$ cat config.mk
export PLATFORM = sky130hd
export DESIGN_NAME = keypad_scan_ctrl
export DESIGN_NICKNAME = d
export VERILOG_FILES = /design/src/rtl/keypad_scan_ctrl.sv
export SDC_FILE = /design/constraint.sdc
export NUM_CORES = 1
export LEC_CHECK = 0
export BUFFER_PORTS_ARGS = -buffer_cell sky130_fd_sc_hd__buf_2
export CELL_PAD_IN_SITES_DETAIL_PLACEMENT = 1
export CELL_PAD_IN_SITES_GLOBAL_PLACEMENT = 2
export CORE_MARGIN = 2
export CORE_UTILIZATION = 39
export CTS_BUF_LIST = sky130_fd_sc_hd__clkbuf_4
export DETAILED_ROUTE_END_ITERATION = 6
export PLACE_DENSITY_LB_ADDON = 0.25
export SYNTH_ARGS = -nofsm -noshare
export SYNTH_HDL_FRONTEND = slang
export SYNTH_SLANG_ARGS = --single-unit
$ cat constraint.sdc
create_clock -name clk -period 5.85 [get_ports clk]
set_clock_uncertainty 0.1 [all_clocks]
set_input_delay 1.17 -clock clk [delete_from_list [all_inputs] [get_ports clk]]
set_output_delay 1.17 -clock clk [all_outputs]
set_load 0.01 [all_outputs]
$ cat src/rtl/keypad_scan_ctrl.sv
// keypad_scan_ctrl
//   Scans a 4x4 matrix keypad one column at a time. Each key is debounced
//   on press and on release. An accepted key produces a one-cycle key_valid
//   strobe and shifts into a two-digit display register.
//
//   Build option: KEYSCAN_REPEAT_EN
//     When this macro is defined, a held key re-strobes every REPEAT_COUNT
//     cycles. When it is not defined, each press gives exactly one strobe.
//
//   Ports
//     clk        system clock, rising edge
//     reset      asynchronous active-low reset
//     rows[3:0]  row sense, synchronous to clk, active-low
//     cols[3:0]  column drive, one-hot active-low
//     key_code   hex code of the last accepted key
//     key_valid  one-cycle strobe per accepted key
//     digit_new  most recent accepted key (right digit)
//     digit_old  previous accepted key (left digit)
//
//   state      | meaning
//   -----------+-------------------------------------------------------
//   SCAN       | rotate columns, sample rows in last tick of each column
//   PRESS_DB   | column frozen, count stable-low cycles of latched row
//   HELD       | key accepted, wait for latched row to go high
//   RELEASE_DB | count stable-high cycles of latched row before rescanning

module keypad_scan_ctrl #(
   parameter int SCAN_TICKS     = 4,
   parameter int DEBOUNCE_COUNT = 8,
   parameter int REPEAT_COUNT   = 125
) (
   input  logic       clk,
   input  logic       reset,
   input  logic [3:0] rows,
   output logic [3:0] cols,
   output logic [3:0] key_code,
   output logic       key_valid,
   output logic [3:0] digit_new,
   output logic [3:0] digit_old
);

   localparam int MAX_A   = (SCAN_TICKS > DEBOUNCE_COUNT) ? SCAN_TICKS : DEBOUNCE_COUNT;
   localparam int MAX_CNT = (MAX_A > REPEAT_COUNT) ? MAX_A : REPEAT_COUNT;
   localparam int CNT_W   = $clog2(MAX_CNT + 1);

   localparam logic [CNT_W-1:0] SCAN_LAST = CNT_W'(SCAN_TICKS - 1);
   localparam logic [CNT_W-1:0] DB_LAST   = CNT_W'(DEBOUNCE_COUNT - 1);
`ifdef KEYSCAN_REPEAT_EN
   localparam logic [CNT_W-1:0] REP_LAST  = CNT_W'(REPEAT_COUNT - 1);
`endif

   typedef enum logic [1:0] {
      SCAN       = 2'd0,
      PRESS_DB   = 2'd1,
      HELD       = 2'd2,
      RELEASE_DB = 2'd3
   } state_t;

   state_t           state_q, state_d;
   logic [1:0]       col_q, col_d;
   logic [1:0]       row_q, row_d;
   logic [CNT_W-1:0] cnt_q, cnt_d;
   logic [3:0]       key_code_q, key_code_d;
   logic             key_valid_q, key_valid_d;
   logic [3:0]       digit_new_q, digit_new_d;
   logic [3:0]       digit_old_q, digit_old_d;

   logic             any_low;
   logic [1:0]       low_row;
   logic             row_sel;
   logic [3:0]       key_now;

   function automatic logic [3:0] key_map(input logic [1:0] r, input logic [1:0] c);
      logic [3:0] k;
      case ({r, c})
         4'b00_00: k = 4'h1;
         4'b00_01: k = 4'h2;
         4'b00_10: k = 4'h3;
         4'b00_11: k = 4'hA;
         4'b01_00: k = 4'h4;
         4'b01_01: k = 4'h5;
         4'b01_10: k = 4'h6;
         4'b01_11: k = 4'hB;
         4'b10_00: k = 4'h7;
         4'b10_01: k = 4'h8;
         4'b10_10: k = 4'h9;
         4'b10_11: k = 4'hC;
         4'b11_00: k = 4'hE;
         4'b11_01: k = 4'h0;
         4'b11_10: k = 4'hF;
         default:  k = 4'hD;
      endcase
      return k;
   endfunction

   // When several rows are low together, the lowest-numbered row wins.
   always_comb begin
      any_low = ~&rows;
      low_row = 2'd3;
      if (!rows[0])      low_row = 2'd0;
      else if (!rows[1]) low_row = 2'd1;
      else if (!rows[2]) low_row = 2'd2;
   end

   assign row_sel = rows[row_q];
   assign key_now = key_map(row_q, col_q);

   always_comb begin
      state_d     = state_q;
      col_d       = col_q;
      row_d       = row_q;
      cnt_d       = cnt_q;
      key_valid_d = 1'b0;
      key_code_d  = key_code_q;
      digit_new_d = digit_new_q;
      digit_old_d = digit_old_q;

      case (state_q)
         SCAN: begin
            if (cnt_q == SCAN_LAST) begin
               cnt_d = '0;
               if (any_low) begin
                  row_d   = low_row;
                  state_d = PRESS_DB;
               end else begin
                  col_d = col_q + 2'd1;
               end
            end else begin
               cnt_d = cnt_q + CNT_W'(1);
            end
         end
         PRESS_DB: begin
            if (row_sel) begin
               state_d = SCAN;
               col_d   = col_q + 2'd1;
               cnt_d   = '0;
            end else if (cnt_q == DB_LAST) begin
               state_d     = HELD;
               cnt_d       = '0;
               key_valid_d = 1'b1;
            end else begin
               cnt_d = cnt_q + CNT_W'(1);
            end
         end
         HELD: begin
            if (row_sel) begin
               state_d = RELEASE_DB;
               cnt_d   = '0;
            end
`ifdef KEYSCAN_REPEAT_EN
            else if (cnt_q == REP_LAST) begin
               cnt_d       = '0;
               key_valid_d = 1'b1;
            end else begin
               cnt_d = cnt_q + CNT_W'(1);
            end
`endif
         end
         RELEASE_DB: begin
            if (!row_sel) begin
               // The key bounced back down, so return to HELD. The repeat
               // interval starts over from zero.
               state_d = HELD;
               cnt_d   = '0;
            end else if (cnt_q == DB_LAST) begin
               state_d = SCAN;
               col_d   = col_q + 2'd1;
               cnt_d   = '0;
            end else begin
               cnt_d = cnt_q + CNT_W'(1);
            end
         end
         default: begin
            state_d = SCAN;
            cnt_d   = '0;
         end
      endcase

      // Every strobe, first press or repeat, shifts the display digits.
      if (key_valid_d) begin
         key_code_d  = key_now;
         digit_old_d = digit_new_q;
         digit_new_d = key_now;
      end
   end

   always_ff @(posedge clk or negedge reset) begin
      if (!reset) begin
         state_q     <= SCAN;
         col_q       <= 2'd0;
         row_q       <= 2'd0;
         cnt_q       <= '0;
         key_code_q  <= 4'h0;
         key_valid_q <= 1'b0;
         digit_new_q <= 4'h0;
         digit_old_q <= 4'h0;
      end else begin
         state_q     <= state_d;
         col_q       <= col_d;
         row_q       <= row_d;
         cnt_q       <= cnt_d;
         key_code_q  <= key_code_d;
         key_valid_q <= key_valid_d;
         digit_new_q <= digit_new_d;
         digit_old_q <= digit_old_d;
      end
   end

   assign cols      = ~(4'b0001 << col_q);
   assign key_code  = key_code_q;
   assign key_valid = key_valid_q;
   assign digit_new = digit_new_q;
   assign digit_old = digit_old_q;

endmodule

==> results of run 1 <==
[cell families after synthesis]
group / Yosys count
AO/OA/AOI/OAI: 29
flip-flops: 22
buffers and inverters: 22
XOR/XNOR: 5
AND/OR/NAND/NOR: 41
multiplexers: 14
adder cells (fa/ha/maj): 7
[metrics by stage]
step	util (%)	total power [mW]
final	44.48	0.2600
after global routing	44.48	0.2774
after CTS	44.48	0.2662
after detailed placement	43.71	0.1945
after global placement	43.71	0.1923
after floorplan	-	0.1820
[worst max-delay path, stage by stage]
cell    delay, ns
buf_2        0.12
mux4_2       0.56
nor3_2       0.63
mux2_2       0.41
[area by class of cell]
| class | instances | area (µm²) |
|---|---|---|
| flip-flops and latches | 22 | 550.5 |
| clock inverters | 1 | 3.754 |
| fillers | 414 | 1882 |
| repair buffers | 22 | 110.1 |
| inverters | 10 | 37.54 |
| clock buffers | 3 | 22.52 |
| well taps | 46 | 57.56 |
| multi-input cells | 96 | 725.7 |
[cell usage in the layout, fill, tap and decap left out, types with 2 or more instances in the layout]
master    Yosys  layout
clkbuf_4      0       3
mux2i_1       6       6
and3_1        2       2
a21oi_1      13      13
xnor2_1       3       3
nand2_1      11      11
buf_2         4      22
dfrtp_1      22      22
mux2_2        6       6
a31oi_1       2       2
o22ai_1       2       2
inv_1        10      10
nor3_1        4       4
nand3_1       5       5
o21ai_0       6       6
xor2_1        2       2
ha_1          7       7
nor2_1        4       4
nand4_1       3       3
[worst max-delay path by stage]
stage,to,startpoint,cells after the start,slack [ns]
final,digit_old[2],rows[3],4,3.06
after CTS,digit_old[2],rows[3],4,3.06
after floorplan,digit_old[0],rows[3],4,3.19
after detailed placement,digit_old[2],rows[3],4,2.73
after global routing,digit_old[2],rows[3],4,2.93
after global placement,digit_old[3],rows[1],4,2.78
[power groups by stage]
stage / clock (mW) / sequential [mW] / combinational (mW)
4_1_cts: 0.0747 / 0.161 / 0.0304
2_1_floorplan: 0 / 0.162 / 0.0198
3_5_place_dp: 0 / 0.164 / 0.0304
5_1_grt: 0.0809 / 0.162 / 0.0343
3_3_place_gp: 0 / 0.164 / 0.0287
6_report: 0.0692 / 0.161 / 0.0297
[layer usage]
metal  vias up  wire length (µm)
li1        520                 -
met1       539              1374
met3         2                64
met5         -                 0
met4         0                19
met2        12              1481
[registers in the layout, indices dropped and copies added, names as in the netlist, named ones only]
signal     count
row_q          2
col_q          2
key_valid      1
digit_old      4
state_q        1
cnt_q          7
digit_new      4
==> out/metrics.csv, run 1 <==
metric,value,unit
worst hold stages,1,
post_cts resized,0,
"EDFF count, synth",0,
die height,63.78,µm
hold wc startpoint,digit_old[1],
simple-gate share of the synthesized area,18.04,%
pre-CTS setup slack,2.728,ns
Compound-Gate Fraction of Synth Area,11.94,%
clk sinks,22,
Int Pwr,0.1921,mW
Top Ports,23,
Layout area overhead,8.169,%
initial cell density of the core,41.12,%
f_max,0.3579,GHz
Syn Nets,153,
most frequent cell after synthesis,dfrtp_1,
Setup Buffers After CTS,0,
Critical Path Sink Type,flip-flop,
number of global-route vias before repair,1115,
Hold Path End,digit_old[1],
Routed Antenna Nets,0,
First DRT Iteration DRCs,18,
CP Launch Type,primary input,
final worst setup slack,3.056,ns
final setup vio count,0,
R2R Setup Slk,3.32,ns
grt ovf,0,
Clock power frac,26.6,%
diodes inserted,0,
WP data arrival,2.89,ns
Synth area leaders,"dfrtp_1 (39%), ha_1 (6.3%), mux2_2 (4.8%), a21oi_1 (4.7%), mux2i_1 (4.3%)",
global-route wire length before repair,5250,µm
post-synthesis xor/xnor area fraction,3.142,%
Avg Inst Size Synth,9.956,µm²
hpwl dp,2218,µm
"Reg clk slew, reported paths",0.12,ns
"Hold Vio Cnt, Final",0,
synthesized flop and latch total,22,
Mapped Cells,140,
Synth top area share,39.50,%
DRC violations left,0,
CTS H-tree depth,1,
CTS tree,built,
Tmin final,2.794,ns
"Warnings, synthesis",0,
die footprint,0.004068,mm²
sequential share of the synthesized area,39.50,%
"critical path fanouts, max",12,
largest family of logic cells by synthesized area,simple AND/OR/NAND/NOR gates,
met1 usage,21.52,%
num rows,21,
layout cells sized above 1,24.03,%
antenna violations before repair,0,
FF-to-FF path depth,3,
RSZ-0062 raised after global routing,false,
worst skew pair latency,0.30,ns
Total GRT Usage,16.25,%
1st-pass router iterations,3,
final wirelength,2938,µm
placed insts,196,
Sw Share,26.12,%
met2 usage,27.86,%
run status,"finished, final reports clean",
worst r2r src,row_q[1],
critical path required time,5.95,ns
type of the worst min-delay path,reg -> reg,
total number of vias,1073,
Synth cell types,41,
Power Density,172.5,mW/mm²
part of the power in combinational logic,11.4,%
Main synth FF type,dfrtp_1,
Peak VDD IR,0.08167,mV
post-synthesis mux area share,12.66,%
Non-Filler Instances,200,
Die W,63.78,µm
Final Max Slew Viols,0,
Root Buffer,clkbuf_4,
Synth Area in Adders,6.284,%
met3 Use GR,2.289,%
largest area contributor in the netlist,dfrtp_1,
Port Buffers,22,
Placer Congestion,0.7825,
CTS max path bufs,2,
core box area,0.003390,mm²
critical path class,in -> reg,
Max-Cap Viols,0,
CTS Hold Buffers Added,0,
R2R Path End,digit_old[2],
via-per-instance ratio,5.365,
WHS,0.4130,ns
NetSw,0.06793,mW
largest net degree at the start of global routing,23,
final setup TNS,0,ns
relative slew slack,51.15,%
Syn Std Cell Area,0.001394,mm²
sequential power share,62.0,%
commonest cells in the netlist,"dfrtp_1 (22), a21oi_1 (13), nand2_1 (11), inv_1 (10), ha_1 (7)",
Final period util,47.76,%
leakage,0.6951,nW
Worst Max-Slew Pin Slew,0.7287,ns
busiest grt layer,met2,
DR WL/cell,14.69,µm
CTS Buf Count,3,
Area after DPL,0.001481,mm²
fin nets,168,
Final Cell Area,0.001508,mm²
Post-synth ARST share,100.0,%
No activity file was read; power rests on OpenSTA's default activity.
==> run 2, diff against run 1 <==
Settings changed: CORE_UTILIZATION 39 to 36.
Clock period 5.85 ns to 2.8 ns, I/O delays scaled along.
==> out/metrics.csv, run 2 (synthesized netlist as in run 1, its figures left out) <==
metric,value,unit,change
Die W,66.23,µm,+3.8%
type of the worst min-delay path,in -> async,,
CTS H-tree depth,1,,unchanged
Worst Max-Slew Pin Slew,0.5170,ns,-0.2118 ns
"critical path fanouts, max",10,,-2
Final Max Slew Viols,0,,unchanged
worst path bufs/invs,0,,-1
CTS Hold Buffers Added,0,,unchanged
initial cell density of the core,37.79,%,-3.3 points
number of global-route vias before repair,1123,,+0.72%
Routed Antenna Nets,0,,unchanged
CP peak stage delay,0.65,ns,+0.02 ns
final wirelength,3063,µm,+4.3%
relative slew slack,65.53,%,+14 points
clk sinks,22,,unchanged
fin nets,170,,+1.2%
most frequent cells in the layout,"dfrtp_1 (22), buf_2 (22), a21oi_1 (13)",,
diodes inserted,0,,unchanged
Peak VDD IR,0.1776,mV,+120%
leakage,0.7042,nW,+1.3%
CP Launch Type,flip-flop,,
grt ovf,0,,unchanged
critical path required time,2.91,ns,-3.04 ns
RSZ-0062 raised after global routing,false,,
hpwl dp,2301,µm,+3.7%
filler instances,435,,+5.1%
via-per-instance ratio,5.286,,-1.5%
DR WL/cell,15.09,µm,+2.7%
Tmin final,2.192,ns,
Max-Cap Viols,0,,unchanged
antenna violations before repair,0,,unchanged
First DRT Iteration DRCs,53,,+35
1st-pass router iterations,4,,+1
R2R Path End,cnt_q[4],,
Final period util,78.29,%,
core box area,0.003689,mm²,+8.8%
largest net degree at the start of global routing,23,,unchanged
Critical Path Sink Type,flip-flop,,
Total GRT Usage,16.05,%,-0.20 points
Area after DPL,0.001499,mm²,+1.2%
FF-to-FF path depth,5,,+2
Non-Filler Instances,203,,+1.5%
Final Cell Area,0.001521,mm²,+0.91%
final setup vio count,0,,unchanged
CTS tree,built,,
Root Buffer,clkbuf_4,,
num rows,22,,+4.8%
die footprint,0.004386,mm²,+7.8%
total number of vias,1073,,unchanged
global-route wire length before repair,5347,µm,+1.8%
run status,"finished, final reports clean",,
critical path's top delay family,multiplexers,,
Top Ports,23,,unchanged
worst skew pair latency,0.31,ns,about the same
Power Density,363.0,mW/mm²,+110%
Port Buffers,22,,unchanged
placed insts,200,,+2.0%
final setup TNS,0,ns,unchanged
CTS Buf Count,3,,unchanged
Reg with most FFs,cnt_q,,
R2R Setup Slk,0.61,ns,-2.71 ns
crit path cell chain,mux4_2 -> or3_4 -> nand4_1 -> xor2_1 -> a21oi_1,,
layout cells sized above 1,25.16,%,+1.1 points
die height,66.23,µm,+3.8%
WP data arrival,2.30,ns,-0.59 ns
"Reg clk slew, reported paths",0.13,ns,about the same
"Hold Vio Cnt, Final",0,,unchanged
FF+latch area,550.5,µm²,unchanged
area of the multi-input gates,725.7,µm²,unchanged
DRC violations left,0,,unchanged
Layout area overhead,9.156,%,
CTS max path bufs,2,,unchanged
Setup Buffers After CTS,0,,unchanged
critical path class,reg -> reg,,
f_max,0.4562,GHz,
"Max stage delay cell, worst path",mux4_2,,
worst r2r src,row_q[1],,
post_cts resized,0,,unchanged
max FFs per register,7,,unchanged
Placer Congestion,0.7546,,-3.6%
-- run 2: changes by cell type in the layout (fill, tap and decap cells not counted) --
cell and delta:
buf_4 +2, clkinv_1 -1
-- run 2: final cells by class --
cell class                      count  share of cell area, %
Clock buffer                        3                  1.480
Multi-Input combinational cell     96                  47.70
Sequential cell                    22                  36.18
Timing Repair Buffer               24                  8.224
Inverter                           10                  2.467
Tap cell                           48                  3.947
-- run 2: stage by stage --
stage / power [mW] / util [%] / setup slack [ns] / hold WS (ns)
finish: 0.5522 / 41.25 / 0.6078 / 0.09839
global route: 0.5774 / 41.25 / 0.4400 / 0.1229
CTS: 0.5570 / 41.25 / 0.5833 / 0.1144
detailed placement: 0.4084 / 40.64 / 0.5888 / 0.3999
global placement: 0.4038 / 40.64 / 0.6054 / 0.3840
floorplan: 0.3802 / - / 0.7456 / 0.1644
-- run 2: power by group --
group          leakage, nW  internal, mW  switching, mW
combinational        0.403        0.0254         0.0384
sequential           0.288         0.325         0.0119
clock               0.0138        0.0504          0.101
total                0.704         0.401          0.151
-- run 2: routing by layer --
metal | vias up | global-route usage, % | part of all wire (%)
met4 | 0 | 5.357 | 1.3
met2 | 26 | 27.63 | 47
met5 | - | 0 | 0
met3 | 4 | 2.044 | 3.4
li1 | 522 | - | -
met1 | 521 | 20.62 | 48
-- run 2: worst max-delay path by stage --
stage	start	to	slack (ns)	cells after the start
after floorplan	rows[3]	digit_old[0]	0.75	4
after global placement	rows[1]	digit_old[0]	0.61	5
after detailed placement	rows[0]	cnt_q[4]	0.59	6
after CTS	row_q[1]	digit_old[1]	0.58	4
after global routing	row_q[1]	cnt_q[6]	0.44	5
final	row_q[1]	cnt_q[4]	0.61	5
